===== config.mk =====
export PLATFORM = sky130hd
export DESIGN_NAME = folded_maj
export DESIGN_NICKNAME = d
export VERILOG_FILES = /design/src/rtl/folded_maj.sv
export SDC_FILE = /design/constraint.sdc
export NUM_CORES = 1
export LEC_CHECK = 0
export CAP_MARGIN = 20
export CORE_MARGIN = 5
export CORE_UTILIZATION = 51
export CTS_CLUSTER_DIAMETER = 40
export DETAILED_ROUTE_END_ITERATION = 8
export PLACE_DENSITY = 0.79
export SETUP_SLACK_MARGIN = 0.1
export SLEW_MARGIN = 0
export SYNTH_ARGS = -nofsm -noshare
export SYNTH_HDL_FRONTEND = slang
export SYNTH_SLANG_ARGS = --single-unit

===== constraint.sdc =====
create_clock -name clk -period 5.04 [get_ports clk]
set_input_delay 1.008 -clock clk [delete_from_list [all_inputs] [get_ports clk]]
set_output_delay 1.008 -clock clk [all_outputs]
set_load 0.005 [all_outputs]

===== src/rtl/folded_maj.sv =====
// Threshold/majority detector that folds an N-bit vector W bits per cycle.
// Valid/ready handshake: a transfer happens on a rising edge where valid && ready are both 1.
module folded_maj #(
    parameter int N     = 29,
    parameter int W     = 8,
    parameter int T     = (N + 1) / 2,
    parameter int EARLY = 0,
    localparam int CW   = $clog2(N + 1)
) (
    input  logic          clk,
    input  logic          rst,
    input  logic          in_valid,
    output logic          in_ready,
    input  logic [N-1:0]  x,
    output logic          out_valid,
    input  logic          out_ready,
    output logic          y0,
    output logic [CW-1:0] count,
    output logic [1:0]    dbg_state
);

    localparam int C  = (N + W - 1) / W;
    localparam int KW = (C > 1) ? $clog2(C) : 1;
    localparam logic [KW-1:0] K_LAST = KW'(C - 1);

    typedef enum logic [1:0] {
        IDLE  = 2'd0,
        ACCUM = 2'd1,
        DONE  = 2'd2
    } state_t;

    state_t          state;
    state_t          state_n;
    logic [N-1:0]    x_q;
    logic [CW-1:0]   acc;
    logic [KW-1:0]   k;
    logic [C*W-1:0]  x_pad;
    logic [W-1:0]    chunk;
    logic [CW-1:0]   chunk_ones;
    logic [CW-1:0]   acc_sum;
    logic            finish;
    int              processed;
    int              remaining;

    assign dbg_state = state;

    // Bits above N-1 in the last chunk read as zero.
    always_comb begin
        x_pad          = '0;
        x_pad[N-1:0]   = x_q;
    end

    always_comb begin
        chunk = '0;
        for (int i = 0; i < C; i++) begin
            if (k == KW'(i)) chunk = x_pad[i*W +: W];
        end
    end

    always_comb begin
        chunk_ones = '0;
        for (int i = 0; i < W; i++) begin
            chunk_ones = chunk_ones + CW'(chunk[i]);
        end
    end

    assign acc_sum = acc + chunk_ones;

    // Early exit once the outcome can no longer change: threshold reached,
    // or even all remaining bits set could not reach it.
    always_comb begin
        processed = (int'(k) + 1) * W;
        if (processed > N) processed = N;
        remaining = N - processed;
        finish    = 1'b0;
        if (k == K_LAST) begin
            finish = 1'b1;
        end else if (EARLY != 0) begin
            if ((int'(acc_sum) >= T) || ((int'(acc_sum) + remaining) < T)) finish = 1'b1;
        end
    end

    always_comb begin
        state_n   = state;
        in_ready  = 1'b0;
        out_valid = 1'b0;
        case (state)
            IDLE: begin
                in_ready = 1'b1;
                if (in_valid) state_n = ACCUM;
            end
            ACCUM: begin
                if (finish) state_n = DONE;
            end
            DONE: begin
                out_valid = 1'b1;
                if (out_ready) state_n = IDLE;
            end
            default: state_n = IDLE;
        endcase
    end

    always_ff @(posedge clk) begin
        if (rst) state <= IDLE;
        else     state <= state_n;
    end

    always_ff @(posedge clk) begin
        if (rst) begin
            x_q   <= '0;
            acc   <= '0;
            k     <= '0;
            y0    <= 1'b0;
            count <= '0;
        end else begin
            case (state)
                IDLE: begin
                    if (in_valid) begin
                        x_q <= x;
                        acc <= '0;
                        k   <= '0;
                    end
                end
                ACCUM: begin
                    acc <= acc_sum;
                    k   <= k + KW'(1);
                    if (finish) begin
                        y0    <= (int'(acc_sum) >= T);
                        count <= acc_sum;
                    end
                end
                default: ;
            endcase
        end
    end

endmodule

==> results of run 1 <==
## placed cells by master, fill, tap and decap left out
| cell | count |
|---|---|
| clkdlybuf4s50_1 | 42 |
| dfxtp_1 | 44 |
| o31ai_2 | 1 |
| clkbuf_1 | 1 |
| ha_1 | 8 |
| a21oi_2 | 1 |
| inv_1 | 7 |
| clkbuf_8 | 5 |
| o21ai_1 | 1 |
| fa_1 | 5 |
| nand2b_1 | 7 |
| a21oi_1 | 58 |
| nand2_1 | 80 |
| a211oi_2 | 2 |
| nand3b_1 | 6 |
| nor2_2 | 3 |
| nand3_1 | 3 |
| clkinv_2 | 1 |
| and2b_1 | 1 |
| and2_4 | 2 |
| ha_2 | 2 |
| xnor2_1 | 1 |
| nor2b_4 | 1 |
| bufinv_16 | 1 |
| buf_4 | 1 |
| a31oi_1 | 3 |
| nor2_1 | 18 |
| xor2_1 | 2 |
| nand2_2 | 1 |
| o21ai_0 | 4 |
| nor3_1 | 2 |
## cell families (layout without fill, tap and decap cells)
logic type	after synthesis	in the layout	share of synthesized area
XOR/XNOR	3	3	0.01203
AND/OR/NAND/NOR	124	124	0.2497
adder cells (fa/ha/maj)	15	15	0.1031
flip-flops	44	44	0.4032
buffers and inverters	25	58	0.05785
AO/OA/AOI/OAI	70	70	0.1741
## per-stage QoR
step           hold slack (ns)  cells  power [mW]    util
2_1_floorplan           0.4364    281      0.5007       -
3_3_place_gp            0.4435    356      0.5483  0.6301
3_5_place_dp            0.4500    356      0.5520  0.6301
4_1_cts                 0.4612    364      0.8104  0.6565
5_1_grt                 0.4667    364      0.8446  0.6577
6_report                0.4569    364      0.8071  0.6577
## layer usage
layer  wire [µm]  part of all wire  track usage
met1        2244              0.47       0.2324
met2        2216              0.46       0.2857
met3         280             0.058      0.04749
met4          55             0.011      0.05825
met5           0                 0            0
## worst reg2reg max path: stages, from the launching register on
cell	delay [ns]
dfxtp_1	0.38
inv_1	0.10
ha_1	0.30
nand3b_1	0.13
a21oi_1	0.07
a21oi_1	0.12
nor2_1	0.05
a21oi_1	0.19
fa_1	0.47
fa_1	0.51
fa_1	0.51
fa_1	0.47
fa_1	0.42
nand2b_1	0.18
a21oi_2	0.19
xor2_1	0.24
a31oi_1	0.08
o31ai_2	0.18
## power breakdown
part | total, mW | internal (mW) | switching (mW)
clock network | 0.262 | 0.147 | 0.115
registers | 0.380 | 0.367 | 0.0134
logic | 0.165 | 0.0761 | 0.0887
total | 0.807 | 0.590 | 0.217
## registers in the layout, indices dropped and copies added, names as in the netlist
register,count
k,2
count,5
y0,1
x_q,29
dbg_state,2
acc,5
## how the worst max path moves through the flow
stage	end	start	depth (start not counted)	slack [ns]
after global routing	y0$_SDFFE_PP0P_	k[1]$_SDFFE_PP0P_	17	0.11
final	y0$_SDFFE_PP0P_	k[0]$_SDFFE_PP0P_	17	0.37
after floorplan	y0$_SDFFE_PP0P_	k[1]$_SDFFE_PP0P_	18	0.59
after detailed placement	y0$_SDFFE_PP0P_	k[1]$_SDFFE_PP0P_	17	0.27
after global placement	y0$_SDFFE_PP0P_	k[1]$_SDFFE_PP0P_	17	0.46
after CTS	y0$_SDFFE_PP0P_	k[1]$_SDFFE_PP0P_	17	0.26
## repair_timing
| item | in CTS | in global routing |
|---|---|---|
| hold buffers | 0 | 0 |
| gates resized for setup | 0 | 2 |
| endpoints found under the setup margin | 0 | 2 |
## layout make-up
type	instances	area (µm²)	area share
clock inverters	2	35.03	0.01304
repair buffers	43	427.9	0.1592
flip-flops and latches	44	880.8	0.3277
clock buffers	6	72.57	0.02700
inverters	7	26.28	0.009777
multi-input cells	212	1182	0.4399
well taps	50	62.56	0.02328
==> impl_results.md, run 1 <==
* CP max FO at 8
* Cell count after synthesis at 281
* Status: completed
* FF-to-FF Start: k[0]$_SDFFE_PP0P_
* Max Fclk at 213.9 MHz
* Worst path arrival time at 4.89 ns
* Worst-path cell chain: inv_1 > ha_1 > nand3b_1 > a21oi_1 > a21oi_1 > nor2_1 > a21oi_1 > fa_1 > fa_1 > fa_1 > fa_1 > fa_1 > nand2b_1 > a21oi_2 > xor2_1 > a31oi_1 > o31ai_2
* Vias in the first global route at 1734
* Seq/Total Area, Yosys at 0.4032
* DRC Markers at 0
* P per Cell Area at 300.3 mW/mm²
* Starting Density at 0.5346
* Mapped Area at 0.002185 mm²
* Max Slew Vio Count at 0
* Synth area leader: dfxtp_1
* Relative slew slack at 0.5848
* Ant diodes at 0
* Avg WL per Cell at 13.18 µm
* Hold/Removal Path Class: reg2reg
* Hpwl dp at 3427 µm
* Fin area at 0.002688 mm²
* Place WS at 0.2734 ns
* Final worst setup slack at 0.3654 ns
* Width of the die at 75.45 µm
* Asr flop ratio synth at 0
* Bufs and invs on worst path at 1
* Hold Path Sink: count[3]$_SDFFE_PP0P_
* Final cycle utilization of the critical path at 0.9275
* Vias per std cell at 5.302
* Final hold violations at 0
* DR iter-0 viols at 103
* Crit-path most repeated cell: fa_1
* Setup bufs post-CTS at 0
* P&R area growth vs syn at 23.02%
* Slowest Stage Delay on Critical Path at 0.51 ns
* Most used DFF post-synth: dfxtp_1
* Hold Crit Depth at 2
* Total congestion overflow at 0
* Crit-path slowest cell: fa_1
* Largest net degree at the start of global routing at 46
* # nets final at 361
* Number of antenna violations at the first check in global routing at 0
* CP required at 5.26 ns
* Post-route ant nets at 0
* Synth top cells by count: nand2_1, a21oi_1, dfxtp_1, nor2_1, ha_1
* Clock-pin slew on the worst setup and hold paths at 0.08 ns
* Core box area at 0.004086 mm²
* LEAKAGE at 1.020 nW
* R2r setup slk at 0.37 ns
* Final setup viols at 0
* Mapped Nets at 329
* #FFs+latches synth at 44
* Synth top area share at 0.4032
* CTS buffer count at 5
* Share of cells above drive strength 1 at 0.06688
* GPL Wtd Cong at 0.7635
* Num rows at 23
* EDFF count, synth at 0
* Crit Path Class: reg2reg
* Post-place instance area at 0.002575 mm²
* Synthesized area per cell at 7.774 µm²
* Setup TNS at 0 ns
* TritonCTS clock tree: yes
* Max_cap viols at 0
* IO Pins at 43
* Port Buffer Count at 42
* Unique masters post-synth at 28
* Die Area at 0.005693 mm²
* Endpoint type of the worst setup path: flop
* Post-Route WL at 4796 µm
* Tmin final at 4.675 ns
* Worst-Margin Slew at 0.6206 ns
* Clock Skews at 0.008599 ns
* Worst skew pair latency at 0.30 ns
* Min-delay src: count[3]$_SDFFE_PP0P_
* Max Buffers Root-to-Sink at 2
* Clk sink count at 44
* YS warnings at 0
* Fill cell total of the finished layout at 370
* Global-route wire length before repair at 7665 µm
* VDD IR max at 0.0001965 V
* Root Buffer: clkbuf_8
* Worst Setup Start Kind: flop
* Worst reg2reg path depth at 17
* Top delay family on crit path: adder cells
* Most common cell in the netlist: nand2_1
* Htree depth at 2
* Synth top area cells: dfxtp_1, nand2_1, a21oi_1
* DR pass1 iterations at 4
* RSZ-0062 raised after global routing: false
* Crit Reg-Reg Endpoint: y0$_SDFFE_PP0P_
* All-layer global routing usage at 0.1777
* Die Height at 75.45 µm
* Total number of vias at 1930
Power figures use the tool's default switching activity.
==> run 2, diff against run 1 <==
RECOVER_POWER = 100   (was not set)
SLEW_MARGIN = not set   (was 0)
==> impl_results.md, run 2 (same netlist as run 1, synthesis figures left out) <==
* TritonCTS clock tree: yes
* GPL Wtd Cong at 0.7635
* Final hold violations at 0
* CP endpoint: y0$_SDFFE_PP0P_
* Status: complete, but fails checks
* CP required at 5.25 ns
* Slowest Stage Delay on Critical Path at 0.51 ns
* Starting Density at 0.5346
* Hold_buf cts at 0
* Global-route wire length before repair at 7665 µm
* Crit. path cell count at 17
* Max Fclk at 214.3 MHz
* Combinational power share at 0.202
* Bufs and invs on worst path at 1
* Worst-Margin Slew at 1.942 ns
* CP max FO at 8
* CTS buffer count at 5
* Share of cells above drive strength 1 at 0.05732
* Final setup viols at 0
* Worst reg2reg path depth at 17
* Num rows at 23
* Clock-pin slew on the worst setup and hold paths at 0.08 ns
* Endpoint type of the worst setup path: flop
* P&R area growth vs syn at 22.51%
* Failing checks: max-capacitance violations, max-slew violations
* Ant diodes at 0
* Crit Path Class: reg2reg
* Tmin final at 4.665 ns
* Top reg by flops: x_q
* Most common cell after layout, fill and taps aside: nand2_1
* VDD IR max at 0.0001968 V
* Reg power frac at 0.473
* P per Cell Area at 300.5 mW/mm²
* Htree depth at 2
* Port Buffer Count at 42
* Root Buffer: clkbuf_8
* R2r setup slk at 0.37 ns
* Total power at 0.8042 mW
* Number of antenna violations at the first check in global routing at 0
* Hpwl dp at 3427 µm
* Clock Skews at 0.007190 ns
* CP startpoint: k[0]$_SDFFE_PP0P_
* Crit-path slowest cell: fa_1
* Largest net degree at the start of global routing at 46
* Worst skew pair latency at 0.29 ns
* Die Area at 0.005693 mm²
* Sw Pwr at 0.2152 mW
* Clock power share at 0.325
* Clk sink count at 44
* DR iter-0 viols at 112
* # nets final at 361
* Fill cell total of the finished layout at 372
* Post-Route WL at 4767 µm
* Top flop regs: x_q: 29 flops, acc: 5 flops, count: 5 flops
* Total congestion overflow at 0
* Vias in the first global route at 1734
* Final cycle utilization of the critical path at 0.9257
* DRC Markers at 0
* Largest register FFs at 29
* Max Buffers Root-to-Sink at 2
* Sw Ratio at 0.2676
* Max_cap viols at 1
* LEAKAGE at 1.046 nW
* RSZ-0062 raised after global routing: false
* Setup TNS at 0 ns
* Worst Setup Start Kind: flop
* Most frequent cells in the layout: nand2_1, a21oi_1, dfxtp_1
* Relative slew slack at -0.2943
* Crit Reg-Reg Endpoint: y0$_SDFFE_PP0P_
* Top delay family on crit path: adder cells
* Avg WL per Cell at 13.10 µm
* Worst-path cell chain: inv_1 > ha_1 > nand3b_1 > a21oi_1 > a21oi_1 > nor2_1 > a21oi_1 > fa_1 > fa_1 > fa_1 > fa_1 > fa_1 > nand2b_1 > a21oi_2 > xor2_1 > a31oi_1 > o31ai_2
* DR pass1 iterations at 4
* Vias per std cell at 5.294
* Worst path arrival time at 4.87 ns
* Total number of vias at 1927
* Crit-path most repeated cell: fa_1
* Post-route ant nets at 0
* FF-to-FF Start: k[0]$_SDFFE_PP0P_
* IO Pins at 43
* Width of the die at 75.45 µm
* Hold/Removal Path Class: reg2reg
* Die Height at 75.45 µm
* All-layer global routing usage at 0.1777
* P_int at 0.5890 mW
* Core box area at 0.004086 mm²
* Max Slew Vio Count at 46
-- run 2: stage by stage --
stage | instance area, µm² | instances | hold slack, ns | setup WS [ns] | util
after floorplan | 2185 | 281 | 0.4364 | 0.5871 | -
after global placement | 2575 | 356 | 0.4435 | 0.4578 | 0.6301
after detailed placement | 2575 | 356 | 0.4500 | 0.2734 | 0.6301
after CTS | 2683 | 364 | 0.4612 | 0.2597 | 0.6565
after global routing | 2676 | 364 | 0.4641 | 0.1006 | 0.6549
final | 2676 | 364 | 0.4528 | 0.3747 | 0.6549
-- run 2: cell type report --
type | instances | area (µm²) | share of cell area
Multi-Input combinational cell | 212 | 1175 | 0.4390
Clock inverter | 2 | 35.03 | 0.01309
Timing Repair Buffer | 43 | 424.2 | 0.1585
Sequential cell | 44 | 880.8 | 0.3291
Tap cell | 50 | 62.56 | 0.02338
Clock buffer | 6 | 72.57 | 0.02712
Inverter | 7 | 26.28 | 0.009818
-- run 2: power by group through the flow --
stage | logic, mW | clock network [mW] | registers, mW
floorplan | 0.118 | 0 | 0.383
finish | 0.162 | 0.262 | 0.380
CTS | 0.166 | 0.265 | 0.380
global placement | 0.161 | 0 | 0.387
detailed placement | 0.164 | 0 | 0.388
global route | 0.185 | 0.276 | 0.382
-- run 2: how the worst min path moves through the flow --
stage | endpoint | depth (start not counted) | from | slack [ns]
2_1_floorplan | x_q[0]$_SDFFE_PP0P_ | 2 | x_q[0]$_SDFFE_PP0P_ | 0.44
6_report | count[3]$_SDFFE_PP0P_ | 2 | count[3]$_SDFFE_PP0P_ | 0.45
3_3_place_gp | count[2]$_SDFFE_PP0P_ | 2 | count[2]$_SDFFE_PP0P_ | 0.44
3_5_place_dp | x_q[13]$_SDFFE_PP0P_ | 2 | x_q[13]$_SDFFE_PP0P_ | 0.45
5_1_grt | count[2]$_SDFFE_PP0P_ | 2 | count[2]$_SDFFE_PP0P_ | 0.46
4_1_cts | count[3]$_SDFFE_PP0P_ | 2 | count[3]$_SDFFE_PP0P_ | 0.46
-- run 2: repair_timing --
item / 4_1_cts / 5_1_grt
hold endpoints to repair: 0 / 0
setup endpoints to repair: 0 / 2
buffers inserted: 0 / 0
resized for setup: 0 / 2
-- run 2: worst register-to-register path: cells and delay by family, from the launching register on --
family / cells / cell delay, ns
XOR/XNOR: 1 / 0.23
buffers and inverters: 1 / 0.10
AND/OR/NAND/NOR: 3 / 0.36
flip-flops: 1 / 0.38
AO/OA/AOI/OAI: 6 / 0.82
adder cells (fa/ha/maj): 6 / 2.67
-- run 2: per-layer routing --
| metal | share of wire | GRT usage | up-vias |
|---|---|---|---|
| li1 | - | - | 983 |
| met1 | 0.47 | 0.2324 | 902 |
| met2 | 0.46 | 0.2857 | 37 |
| met3 | 0.058 | 0.04749 | 5 |
| met4 | 0.012 | 0.05825 | 0 |
| met5 | 0 | 0 | - |
==> run 3, diff against run 2 <==
CTS_CLUSTER_SIZE = 24   (was not set)
==> results of run 3 <==
Same layout as run 2: the final DEF is identical, and so are final timing and power.
